## config.mk

```make
export PLATFORM = sky130hd
export DESIGN_NAME = mem_arbiter
export DESIGN_NICKNAME = d
export VERILOG_FILES = /design/src/rtl/mem_arbiter.sv
export SDC_FILE = /design/constraint.sdc
export NUM_CORES = 1
export LEC_CHECK = 0
export CAP_MARGIN = 5
export CORE_MARGIN = 10
export CORE_UTILIZATION = 50
export CTS_CLUSTER_SIZE = 30
export DETAILED_ROUTE_END_ITERATION = 7
export GPL_TIMING_DRIVEN = 1
export PLACE_DENSITY = 0.74
export REMOVE_ABC_BUFFERS = 1
export SETUP_SLACK_MARGIN = 0.3
export SYNTH_ARGS = -nofsm -noshare
export SYNTH_HDL_FRONTEND = slang
export SYNTH_SLANG_ARGS = --single-unit
```

## constraint.sdc

```tcl
create_clock -name clk -period 2.3 [get_ports clk]
set_input_delay 0.46 -clock clk [delete_from_list [all_inputs] [get_ports clk]]
set_output_delay 0.46 -clock clk [all_outputs]
set_load 0.01 [all_outputs]
```

## src/rtl/mem_arbiter.sv

```systemverilog
// mem_arbiter: two-requester arbiter owning an 8 x 8-bit memory.
// Requesters A and B each present req/wen/addr/w_data. One request is accepted
// per IDLE cycle; the following cycle is a SERVE cycle that pulses gnt_x (and
// rvalid_x for reads), with r_data_x holding the last read result.
// Ports:
//   clk, rst                  clock, synchronous active-high reset
//   req_x, wen_x              access request, 1 = write / 0 = read
//   addr_x[2:0], w_data_x[7:0] word address and write data
//   gnt_x, rvalid_x           one-cycle grant / read-valid pulses
//   r_data_x[7:0]             read data, held until the next read by x
//   busy                      high in either SERVE state
// Build option: define MEM_ARBITER_FIXED_PRIO_EN to give A fixed priority
// instead of round-robin arbitration.
module mem_arbiter (
    input  logic       clk,
    input  logic       rst,
    input  logic       req_a,
    input  logic       wen_a,
    input  logic [2:0] addr_a,
    input  logic [7:0] w_data_a,
    output logic       gnt_a,
    output logic [7:0] r_data_a,
    output logic       rvalid_a,
    input  logic       req_b,
    input  logic       wen_b,
    input  logic [2:0] addr_b,
    input  logic [7:0] w_data_b,
    output logic       gnt_b,
    output logic [7:0] r_data_b,
    output logic       rvalid_b,
    output logic       busy
);
    typedef enum logic [1:0] {IDLE, SERVE_A, SERVE_B} state_t;
    state_t     state;
    logic [7:0] mem [8];
    logic       pick_a;
    logic       pick_b;
`ifdef MEM_ARBITER_FIXED_PRIO_EN
    assign pick_a = req_a;
`else
    // last_b = 1 means B was served most recently, so A wins a tie
    logic last_b;
    assign pick_a = req_a && (!req_b || last_b);
`endif
    assign pick_b = req_b && !pick_a;

    always_ff @(posedge clk) begin
        if (rst) begin
            state    <= IDLE;
            gnt_a    <= 1'b0;
            gnt_b    <= 1'b0;
            rvalid_a <= 1'b0;
            rvalid_b <= 1'b0;
            busy     <= 1'b0;
            r_data_a <= 8'h00;
            r_data_b <= 8'h00;
            for (int i = 0; i < 8; i++) mem[i] <= 8'h00;
`ifndef MEM_ARBITER_FIXED_PRIO_EN
            last_b   <= 1'b1;
`endif
        end else begin
            // SERVE always falls back to IDLE; pulses default low
            state    <= IDLE;
            gnt_a    <= 1'b0;
            gnt_b    <= 1'b0;
            rvalid_a <= 1'b0;
            rvalid_b <= 1'b0;
            busy     <= 1'b0;
            if (state == IDLE && pick_a) begin
                state    <= SERVE_A;
                gnt_a    <= 1'b1;
                busy     <= 1'b1;
                rvalid_a <= !wen_a;
                if (wen_a) mem[addr_a] <= w_data_a;
                else r_data_a <= mem[addr_a];
`ifndef MEM_ARBITER_FIXED_PRIO_EN
                last_b   <= 1'b0;
`endif
            end else if (state == IDLE && pick_b) begin
                state    <= SERVE_B;
                gnt_b    <= 1'b1;
                busy     <= 1'b1;
                rvalid_b <= !wen_b;
                if (wen_b) mem[addr_b] <= w_data_b;
                else r_data_b <= mem[addr_b];
`ifndef MEM_ARBITER_FIXED_PRIO_EN
                last_b   <= 1'b1;
`endif
            end
        end
    end
endmodule

```

# Yosys cells after proc, flatten, opt, wreduce, memory -nomap -nowiden
# Memory sizes are Yosys's and may differ from the RTL's. A register that Yosys moved wholly into a read port is not among the register bits.
# Cells that the tools add are included.
# classes
n_mux,24
addsub,0
mul,0
order_cmp,0
div,0
n_reduce_logical,18
n_bitwise,4
n_shift,0
eq_ne,0
# ops
cell,n
$mux W1,19
$mux W8,2
$reduce_or A8 Y1,2
$mux W3,2
$logic_and A1 B1 Y1,4
$logic_not A1 Y1,4
$not A1 Y1,4
$reduce_or A2 Y1,2
$reduce_and A3 Y1,1
$reduce_or A3 Y1,1
$logic_not A2 Y1,1
$mux W2,1
$reduce_and A2 Y1,1
$reduce_bool A2 Y1,1
$logic_or A1 B1 Y1,1
# totals
latch_bits,0
elab_cells,55
regBits,8
output_inout_bits,21
mem_bits_rw,64
mem_count,1
rom_bits,0
# memory_table
memory,depth,width,rd,rd_clocked_by_memory_dff,wr,line_no,source
mem,8,8,2,2,8,35,logic [7:0] mem [8];

# Logic depth before layout (Yosys ltp)
# Gate-level depths: netlist of run 1.
# logic_depth
word_depth,12
ltp_mapped,6
mapped_depth_nobuf,4

# Worst setup path after synthesis of run 1
# Ideal clock, no wire load.
# synth_timing
path_kind,input to register
startpoint,input port rst
endpoint,"memory mem[1][0], enable pin"
stages,6
setup_time_ps,334
path_slack_ps,125
arrival_ps,1841
path_cell_list,buf_2 > nor2b_1 > and4_1 > clkbuf_1 > o22ai_2 > nand2b_1
# synth_rtl
element,line_no,source
start: declaration,16,"input logic rst,"
end: declaration,35,

==> metrics.md, run 1 <==
| Metric | Value |
|---|---|
| Status | `completed` |
| Reg2reg start | `gnt_a` |
| Pwr/cell area | `592 mW/mm^2` |
| VDD IR max | `0.400 mV` |
| Total gr overflow | `0` |
| DR iter-0 viols | `292` |
| Routed length per instance | `22.5 um` |
| WP buf/inv | `1` |
| Crit Path Max Fanout | `6` |
| Slack of the critical path | `309 ps` |
| Layout area overhead | `35.6%` |
| Pre-CTS setup slack | `-329 ps` |
| Initial antenna violation count | `0` |
| Tot Pwr | `0.00355 W` |
| Commonest non-fill, non-tap cells in the layout | `69 x nor2_1, 64 x edfxtp_1, 40 x clkdlybuf4s50_1, 40 x buf_4, 32 x mux4_2` |
| Hold buffer count at CTS | `0` |
| Slowest cell on crit path | `or3b_4` |
| Tmin final | `1990 ps` |
| Yosys reg bits | `86` |
| Skew-Pair Late Insertion Delay | `360 ps` |
| Cell Chain, Critical Path | `or3b_4, o311a_1, o22ai_2, nand2b_1, buf_4` |
| Final hold slack | `467 ps` |
| Multi-input gate area | `0.00203 mm^2` |
| Die Wd | `114 um` |
| Post-Syn Area | `0.00442 mm^2` |
| RSZ-0062 raised after global routing | `true` |
| CP delay by family, top | `compound AO/OA/AOI/OAI gates` |
| Post-route cell area | `0.00599 mm^2` |
| Layout cells sized above 1 | `39.6%` |
| Mapped Cells | `294` |
| Yosys warning count | `0` |
| Tot GR Track Use | `18.2%` |
| Vias post-DR | `3086` |
| Slew HR | `67.3%` |
| Worst Setup End Kind | `flop` |
| CTS tree | `yes` |
| IO Pins | `49` |
| Clock buffer depth | `2` |
| Slew @ Worst Pin | `489 ps` |
| Final slew viol count | `0` |
| Htree depth | `3` |
| Vias in the first global route | `3244` |
| DRC viols | `0` |
| Crit Path Class | `flop to flop` |
| Clock Skew | `12.9 ps` |
| Max-cap violation count | `0` |
| Final setup viols | `0` |
| Post-DP HPWL | `8300 um` |
| # rows | `34` |
| Placed inst area | `0.00553 mm^2` |
| Final hold violation count | `0` |
| Worst Hold Launch | `gnt_b` |
| # fillers | `586` |
| Critical Path Source | `gnt_a` |
| Period utilization | `86.6%` |
| Vias per cell | `5.97` |
| Antenna Cells | `0` |
| Static leakage power | `2.27 nW` |
| Register area | `0.00237 mm^2` |
| FMAX | `502 MHz` |
| Core Region | `0.00868 mm^2` |
| CP Data Arrival Time | `2110 ps` |
| Required time worst endpoint | `2420 ps` |
| Total iterations of the first detailed-routing run | `7` |
| Clock sinks | `86` |
| Port bufs | `48` |
| Root buffer cell | `clkbuf_8` |
| Fin nets | `432` |
| Commonest non-fill, non-tap cell in the layout | `nor2_1` |
| Hold WC Path Type | `flop to flop` |
| Yosys cell types | `30` |
| Num CTS Buffers | `9` |
| First-pass GRT wire length | `18100 um` |
| Die height | `114 um` |
| Crit path launch type | `flop` |
| Sequential area share after synthesis | `53.5%` |
| Largest net degree at the start of global routing | `21` |
| DRT Wirelength | `11600 um` |
| DIE AREA | `0.0130 mm^2` |
| Post-route ant nets | `0` |
| Mean Syn Cell Area | `15.0 um^2` |
| Initial core utilization | `50.9%` |
| Clock-pin slew on the worst setup and hold paths | `90 ps` |
| Slowest cell delay on critical path | `470 ps` |
| Final Wtd Congestion | `0.871` |
==> sequential cells by signal, indices dropped and copies added, names as in the netlist <==
signal and flops:
busy 1, gnt_a 1, gnt_b 1, last_b 1
mem 64, r_data_a 8, r_data_b 8, rvalid_a 1
rvalid_b 1
==> what timing repair did <==
item	CTS	global route
pin swaps	5	4
setup endpoints to repair	137	87
buffers inserted	3	2
gates cloned	2	1
gates resized for setup	20	15
==> metal layers <==
layer	routed length (um)	track usage (%)	vias up	part of all wire, %
met5	0	0	-	0
met4	104	4.01	0	0.90
met3	1020	3.31	15	8.8
met2	5990	31.9	144	52
met1	4490	22.9	1550	39
li1	-	-	1377	-
==> report_power, final <==
group | total [W] | internal, W | switching, W
combinational | 0.000640 | 0.000349 | 0.000290
clock | 0.00114 | 0.000611 | 0.000533
sequential | 0.00176 | 0.00173 | 0.0000365
==> synth_stat cells, drive strengths merged <==
master  instances  area, um^2
nor2           69         259
and2            1        6.26
dfxtp          22         440
nand3           1        17.5
inv             2        7.50
o311a           1        10.0
mux2           16         180
mux4           32         721
a311oi          2        17.5
a22o           16         140
nand2           3        11.3
mux2i           8         180
nor3b           1        12.5
edfxtp         64        1920
a31oi           1        6.26
and4            2        17.5
clkbuf          7        26.3
or3b            2        17.5
a211o           1        8.76
o22ai           8         100
nor4            9         150
buf             8        57.6
nor2b           2        12.5
nor3            4        20.0
nand2b         12        75.1
==> final cells by class <==
class	count	area share [%]
multi-input combinational	191	33.9
inverter	2	0.125
sequential	86	39.6
clock buffer	10	2.13
tap	108	2.26
clock inverter	6	1.42
timing repair buffer	114	20.6
==> per-stage QoR <==
step | TNS [ps] | util, % | cells
floorplan | 0 | - | 279
finish | 0 | 69.0 | 517
CTS | 0 | 68.0 | 514
global route | 0 | 69.0 | 517
global placement | -29270 | 63.8 | 493
detailed placement | -31390 | 63.8 | 493
==> cells by family after synthesis <==
group                  synth area share, %
buffers and inverters                 2.07
DFF                                   53.5
and+or+nand+nor                       13.6
muxes                                 24.5
AOI/OAI and AO/OA                     6.40
==> final timing paths <==
| kind | endpoint | slack (ps) | cells past startpoint |
|---|---|---|---|
| max reg2reg | mem[3][3] | 310 | 5 |
| min | busy | 470 | 1 |
| max | mem[3][3] | 310 | 5 |
| min reg2reg | busy | 470 | 1 |
Note: power is estimated with default switching activity, not from simulation.
==> run 2: changes to the inputs <==
--- a/config.mk
+++ b/config.mk
@@ -10,8 +10,9 @@
 export CORE_UTILIZATION = 50
 export CTS_CLUSTER_SIZE = 30
 export DETAILED_ROUTE_END_ITERATION = 7
+export DONT_BUFFER_PORTS = 1
 export GPL_TIMING_DRIVEN = 1
-export PLACE_DENSITY = 0.74
+export PLACE_DENSITY = 0.67
 export REMOVE_ABC_BUFFERS = 1
 export SETUP_SLACK_MARGIN = 0.3
 export SYNTH_ARGS = -nofsm -noshare
==> run 2 against run 1 <==
  * Combinational power shrank 41%
  * Via count shrank 15%
  * Critical path depth grew 1
  * Global-route usage shrank 2.7 points
  * Final area shrank 17%
  * Sequential power is essentially flat
  * Utilization shrank 12 points
  * Routed wire length shrank 16%
  * Die area is the same
  * First-iteration DRC count shrank 15%
  * Largest power group unchanged
==> metrics.md, run 2 (synthesis results as in run 1) <==
| Metric | Value |
|---|---|
| Commonest non-fill, non-tap cells in the layout | `69 x nor2_1, 64 x edfxtp_1, 32 x mux4_2, 21 x dfxtp_1, 20 x buf_4 (was 69 x nor2_1, 64 x edfxtp_1, 40 x clkdlybuf4s50_1, 40 x buf_4, 32 x mux4_2)` |
| Max reg flops | `64 (unchanged)` |
| RSZ-0062 raised after global routing | `true (unchanged)` |
| DRC viols | `0 (unchanged)` |
| Period utilization | `85.0% (was 86.6%)` |
| Vias per cell | `6.15 (was 5.97)` |
| Biggest register | `mem (unchanged)` |
| First-pass GRT wire length | `15500 um (was 18100 um)` |
| Die height | `114 um (unchanged)` |
| Reg-to-reg critical path endpoint | `mem[1][4] (was mem[3][3])` |
| Register area | `0.00236 mm^2 (was 0.00237 mm^2)` |
| Cell Chain, Critical Path | `or3b_4, nor4_4, buf_4, o22ai_2, nand2b_1, buf_12 (was or3b_4, o311a_1, o22ai_2, nand2b_1, buf_4)` |
| Die Wd | `114 um (unchanged)` |
| CTS tree | `yes (unchanged)` |
| GR peak layer | `met2 (unchanged)` |
| WP buf/inv | `2 (was 1)` |
| M2 GR Usage | `23.8% (was 31.9%)` |
| Clock sinks | `86 (unchanged)` |
| Vias post-DR | `2634 (was 3086)` |
| Total iterations of the first detailed-routing run | `4 (was 7)` |
| Cell total after placement | `409 (was 493)` |
| Fin Setup TNS | `0 ps (unchanged)` |
| Layout cells sized above 1 | `37.8% (was 39.6%)` |
| Routed length per instance | `22.8 um (was 22.5 um)` |
| Pwr/cell area | `666 mW/mm^2 (was 592 mW/mm^2)` |
| Num CTS Buffers | `9 (unchanged)` |
| Final slew viol count | `0 (unchanged)` |
| Slew @ Worst Pin | `673 ps (was 489 ps)` |
| Finished Layout Cells | `428 (was 517)` |
| Status | `completed (unchanged)` |
| Port bufs | `0 (was 48)` |
| # fillers | `685 (was 586)` |
| Clock-pin slew on the worst setup and hold paths | `90 ps (about the same)` |
| Critical path destination | `mem[1][4] (was mem[3][3])` |
| Clock buffer depth | `2 (unchanged)` |
| Core Region | `0.00868 mm^2 (unchanged)` |
| R2R Setup Slk | `350 ps (was 310 ps)` |
| Final Wtd Congestion | `0.800 (was 0.871)` |
| CP Data Arrival Time | `2030 ps (was 2110 ps)` |
| Largest net degree at the start of global routing | `21 (unchanged)` |
| IO Pins | `49 (unchanged)` |
| Multi-input gate area | `0.00198 mm^2 (was 0.00203 mm^2)` |
| R2R depth | `6 (was 5)` |
| Reg2reg start | `gnt_b (was gnt_a)` |
| Vias in the first global route | `2664 (was 3244)` |
| Layout area overhead | `12.2% (was 35.6%)` |
| Top Registers | `mem: 64 flops, r_data_a: 8 flops, r_data_b: 8 flops (unchanged)` |
| Final hold violation count | `0 (unchanged)` |
| DRT Wirelength | `9760 um (was 11600 um)` |
| Tmin final | `1950 ps (was 1990 ps)` |
| DIE AREA | `0.0130 mm^2 (unchanged)` |
| Hold buffer count at CTS | `0 (unchanged)` |
| Htree depth | `3 (unchanged)` |
| Slowest cell delay on critical path | `440 ps (was 470 ps)` |
| Required time worst endpoint | `2370 ps (was 2420 ps)` |
| Tot GR Track Use | `15.5% (was 18.2%)` |
| Worst Setup End Kind | `flop (unchanged)` |
| Initial core utilization | `50.9% (unchanged)` |
| CP delay by family, top | `simple AND/OR/NAND/NOR gates (was compound AO/OA/AOI/OAI gates)` |
| Crit Path Max Fanout | `8 (was 6)` |
| Fin util | `57.1% (was 69.0%)` |
| # rows | `34 (unchanged)` |
| Root buffer cell | `clkbuf_8 (unchanged)` |
| Pre-CTS setup slack | `52.4 ps (was -329 ps)` |
| VDD IR max | `0.306 mV (was 0.400 mV)` |
| Skew-Pair Late Insertion Delay | `350 ps (was 360 ps)` |
| Critical Path Source | `gnt_b (was gnt_a)` |
| GR Layer Usage met3 | `3.88% (was 3.31%)` |
| Initial antenna violation count | `0 (unchanged)` |
| Clock Skew | `10.2 ps (was 12.9 ps)` |
| DR iter-0 viols | `247 (was 292)` |
| Max-cap violation count | `0 (unchanged)` |
| Crit path launch type | `flop (unchanged)` |
| Crit Path Class | `flop to flop (unchanged)` |
| Total gr overflow | `0 (unchanged)` |
| Post-route ant nets | `0 (unchanged)` |
| Antenna Cells | `0 (unchanged)` |
| Final setup viols | `0 (unchanged)` |
| Slew HR | `55.0% (was 67.3%)` |
| Commonest non-fill, non-tap cell in the layout | `nor2_1 (unchanged)` |
| Hold WC Path Type | `input port to flop (was flop to flop)` |
| Met1 Use GR | `21.1% (was 22.9%)` |
| Static leakage power | `1.80 nW (was 2.27 nW)` |
| CP Depth | `6 (was 5)` |
| Fin nets | `343 (was 432)` |
| Slack of the critical path | `346 ps (was 309 ps)` |
| FMAX | `512 MHz (was 502 MHz)` |
| Post-DP HPWL | `7280 um (was 8300 um)` |
| Slowest cell on crit path | `or3b_4 (unchanged)` |
run 2: cell count changes in the layout (fill, tap and decap cells not counted), sizes merged:
cell / previous run / this run
dlygate4sd2: 5 / 0
clkdlybuf4s50: 40 / 0
clkbuf: 11 / 10
buf: 63 / 25
clkinvlp: 0 / 1
bufbuf: 2 / 0
dlymetal6s2s: 3 / 0
inv: 3 / 2
run 2: power by group:
group	leakage, nW	internal, W	switching (W)
combinational	0.848	0.000201	0.000175
sequential	0.847	0.00173	0.0000446
clock	0.106	0.000610	0.000539
run 2: layer usage:
layer / vias to the layer above / share of wire (%)
met5: - / 0
met2: 83 / 47
met3: 9 / 7.2
met4: 0 / 1.1
met1: 1343 / 44
li1: 1199 / -
run 2: how the worst min path moves through the flow:
stage,startpoint,cells after the start,to
floorplan,last_b,1,last_b
global placement,last_b,1,last_b
detailed placement,last_b,1,last_b
CTS,rst,1,gnt_a
global route,rst,1,gnt_a
finish,rst,1,gnt_a
run 2: stage by stage:
| step | power [W] | hold slack, ps | area (um^2) |
|---|---|---|---|
| floorplan | 0.00206 | 497 | 4330 |
| global placement | 0.00217 | 523 | 4700 |
| detailed placement | 0.00218 | 530 | 4700 |
| CTS | 0.00333 | 155 | 4930 |
| global route | 0.00344 | 139 | 4950 |
| finish | 0.00330 | 163 | 4950 |
run 2: repair_timing:
action / in CTS / in global routing
cloned: 0 / 0
hold endpoints to repair: 0 / 0
setup endpoints to repair: 56 / 44
buffers inserted: 1 / 2
pin swaps: 1 / 4
resized for setup: 5 / 2
run 2: final cells by class:
class | instances | area share, %
inverters | 2 | 0.152
flip-flops and latches | 86 | 47.7
clock buffers | 10 | 2.58
repair buffers | 25 | 5.05
well taps | 108 | 2.73
multi-input cells | 191 | 40.1
clock inverters | 6 | 1.74
==> run 3: changes to the inputs <==
==> constraint.sdc (replaced) <==
create_clock -name clk -period 1.6 [get_ports clk]
set_input_delay 0.32 -clock clk [delete_from_list [all_inputs] [get_ports clk]]
set_output_delay 0.32 -clock clk [all_outputs]
set_load 0.01 [all_outputs]
==> run 3 against run 2 <==
  * Setup slack worse by 630 ps
  * Hold slack worse by 130 ps
  * Final cell count up 5.6%
  * Global-route usage grew 0.60 points
  * Via count increased by 3.2%
  * Sequential share of layout area shrank 3.5 points
  * Clock skew fell by 1.4 ps
  * Sequential power up 44%
  * Highest routed layer unchanged
  * Routed wire length increased by 2.6%
  * The flow now finishes with violations (negative setup slack)
  * Combinational power up 82%
==> metrics.md, run 3 (synthesis results as in run 1) <==
| Metric | Value |
|---|---|
| Biggest register | `mem (unchanged)` |
| Tot GR Track Use | `16.1% (was 15.5%)` |
| R2R Setup Slk | `-280 ps (was 350 ps)` |
| Clock Skew | `8.85 ps (was 10.2 ps)` |
| Clock buffer depth | `2 (unchanged)` |
| Static leakage power | `1.97 nW (was 1.80 nW)` |
| Antenna Cells | `0 (unchanged)` |
| Post-DP HPWL | `7520 um (was 7280 um)` |
| Total gr overflow | `0 (unchanged)` |
| Layout area overhead | `21.1% (was 12.2%)` |
| Slowest cell on crit path | `or3b_4 (unchanged)` |
| Largest net degree at the start of global routing | `21 (unchanged)` |
| Failing checks | `negative setup slack` |
| Initial antenna violation count | `0 (unchanged)` |
| Layout cells sized above 1 | `43.6% (was 37.8%)` |
| # fillers | `665 (was 685)` |
| VDD IR max | `0.508 mV (was 0.306 mV)` |
| Required time worst endpoint | `1680 ps (was 2370 ps)` |
| Die Wd | `114 um (unchanged)` |
| Pre-CTS setup slack | `-382 ps (was 52.4 ps)` |
| Final Wtd Congestion | `0.830 (was 0.800)` |
| Slowest cell delay on critical path | `450 ps (was 440 ps)` |
| Initial core utilization | `50.9% (unchanged)` |
| Commonest non-fill, non-tap cell in the layout | `nor2_1 (unchanged)` |
| DIE AREA | `0.0130 mm^2 (unchanged)` |
| Cell Chain, Critical Path | `or3b_4, buf_4, nor4_4, o22ai_2, nand2b_1, buf_12 (was or3b_4, nor4_4, buf_4, o22ai_2, nand2b_1, buf_12)` |
| FMAX | `531 MHz (was 512 MHz)` |
| Final slew viol count | `0 (unchanged)` |
| Final hold violation count | `0 (unchanged)` |
| WP buf/inv | `2 (unchanged)` |
| DRC viols | `0 (unchanged)` |
| Period utilization | `118% (was 85.0%)` |
| Clock power frac | `30.8% (was 34.8%)` |
| Routed length per instance | `22.2 um (was 22.8 um)` |
| First-pass GRT wire length | `16400 um (was 15500 um)` |
| Switching pwr | `0.00108 W (was 0.000759 W)` |
| Commonest non-fill, non-tap cells in the layout | `67 x nor2_1, 64 x edfxtp_1, 32 x mux4_2, 23 x buf_4, 20 x dfxtp_1 (was 69 x nor2_1, 64 x edfxtp_1, 32 x mux4_2, 21 x dfxtp_1, 20 x buf_4)` |
| Root buffer cell | `clkbuf_8 (unchanged)` |
| Multi-input gate area | `0.00207 mm^2 (was 0.00198 mm^2)` |
| CTS tree | `yes (unchanged)` |
| Combinational share of power | `14.6% (was 11.4%)` |
| # rows | `34 (unchanged)` |
| Finished Layout Cells | `452 (was 428)` |
| Crit path launch type | `flop (unchanged)` |
| Slack of the critical path | `-282 ps (was 346 ps)` |
| CP delay by family, top | `simple AND/OR/NAND/NOR gates (unchanged)` |
| Fin nets | `367 (was 343)` |
| Core Region | `0.00868 mm^2 (unchanged)` |
| Register area | `0.00236 mm^2 (about the same)` |
| Hold WC Path Type | `input port to flop (unchanged)` |
| Vias in the first global route | `2893 (was 2664)` |
| Slew HR | `65.9% (was 55.0%)` |
| Total iterations of the first detailed-routing run | `4 (unchanged)` |
| Vias post-DR | `2719 (was 2634)` |
| DR iter-0 viols | `185 (was 247)` |
| Status | `complete, but fails checks (was completed)` |
| Crit Path Max Fanout | `8 (unchanged)` |
| Pwr/cell area | `873 mW/mm^2 (was 666 mW/mm^2)` |
| Sequential Power Share | `54.6% (was 53.8%)` |
| Cell total after placement | `432 (was 409)` |
| Num CTS Buffers | `9 (unchanged)` |
| Max reg flops | `64 (unchanged)` |
| Port bufs | `0 (unchanged)` |
| IO Pins | `49 (unchanged)` |
| Top Registers | `mem: 64 flops, r_data_a: 8 flops, r_data_b: 8 flops (unchanged)` |
| Skew-Pair Late Insertion Delay | `350 ps (about the same)` |
| Clock sinks | `86 (unchanged)` |
| CP Data Arrival Time | `1960 ps (was 2030 ps)` |
| Switching share of total power | `23.1% (was 23.0%)` |
| Crit Path Class | `flop to flop (unchanged)` |
| Worst Setup End Kind | `flop (unchanged)` |
| Die height | `114 um (unchanged)` |
| Vias per cell | `6.02 (was 6.15)` |
| Slew @ Worst Pin | `511 ps (was 673 ps)` |
| Max-cap violation count | `0 (unchanged)` |
| DRT Wirelength | `10000 um (was 9760 um)` |
| Clock-pin slew on the worst setup and hold paths | `80 ps (was 90 ps)` |
| Final setup viols | `136 (was 0)` |
| Post-route ant nets | `0 (unchanged)` |
| Internal power | `0.00359 W (was 0.00254 W)` |
| Htree depth | `3 (unchanged)` |
| Tmin final | `1880 ps (was 1950 ps)` |
| RSZ-0062 raised after global routing | `true (unchanged)` |
## run 3: cell types whose count changed in the layout (fill, tap and decap cells not counted), moves of 3 or more
cell,change
buf_6,+11
buf_12,+9
buf_4,+3
mux2_2,-3
mux2_4,+3
nand2b_1,+3
nand2b_2,-3
nor3_1,-3
## run 3: timing repair
item / 4_1_cts / 5_1_grt
gates resized for setup: 25 / 9
gates cloned: 0 / 0
hold endpoints to repair: 0 / 2
setup buffers: 3 / 0
hold buffers: 0 / 1
pin swaps: 15 / 2
endpoints found under the setup margin: 148 / 149
## run 3: per-stage QoR
step / TNS (ps) / power (W) / area [um^2] / hold slack, ps / utilization, %
floorplan: -48160 / 0.00296 / 4330 / 397 / -
global placement: -38020 / 0.00321 / 4980 / 400 / 57.4
detailed placement: -40360 / 0.00322 / 4980 / 404 / 57.4
CTS: -31480 / 0.00469 / 5300 / 12.0 / 61.1
global route: -42750 / 0.00487 / 5350 / 8.18 / 61.6
finish: -30510 / 0.00467 / 5350 / 35.4 / 61.6
## run 3: area by class of cell
cell class | instances | share of cell area, %
clock inverter | 7 | 1.22
clock buffer | 9 | 2.32
multi-input combinational | 191 | 38.6
tap | 108 | 2.53
timing repair buffer | 49 | 11.0
inverter | 2 | 0.140
sequential | 86 | 44.2
## run 3: routing by layer
| layer | up-vias | GRT usage (%) | wire (um) |
|---|---|---|---|
| met1 | 1360 | 21.1 | 4160 |
| met4 | 0 | 3.51 | 105 |
| li1 | 1240 | - | - |
| met2 | 108 | 25.9 | 4840 |
| met5 | - | 0 | 0 |
| met3 | 11 | 4.88 | 910 |
## run 3: power groups by stage
| stage | registers [W] | clock network [W] | logic, W |
|---|---|---|---|
| 2_1_floorplan | 0.00258 | 0 | 0.000376 |
| 3_3_place_gp | 0.00259 | 0 | 0.000615 |
| 3_5_place_dp | 0.00260 | 0 | 0.000621 |
| 4_1_cts | 0.00255 | 0.00147 | 0.000672 |
| 5_1_grt | 0.00256 | 0.00158 | 0.000725 |
| 6_report | 0.00255 | 0.00144 | 0.000684 |
## run 3: path summary, 6_finish.rpt
path                     from     endpoint  cells past startpoint
setup / recovery        gnt_b    mem[3][2]                      6
hold / removal            rst         busy                      1
setup reg to reg        gnt_b    mem[3][2]                      6
hold reg to reg   r_data_a[3]  r_data_a[3]                      1
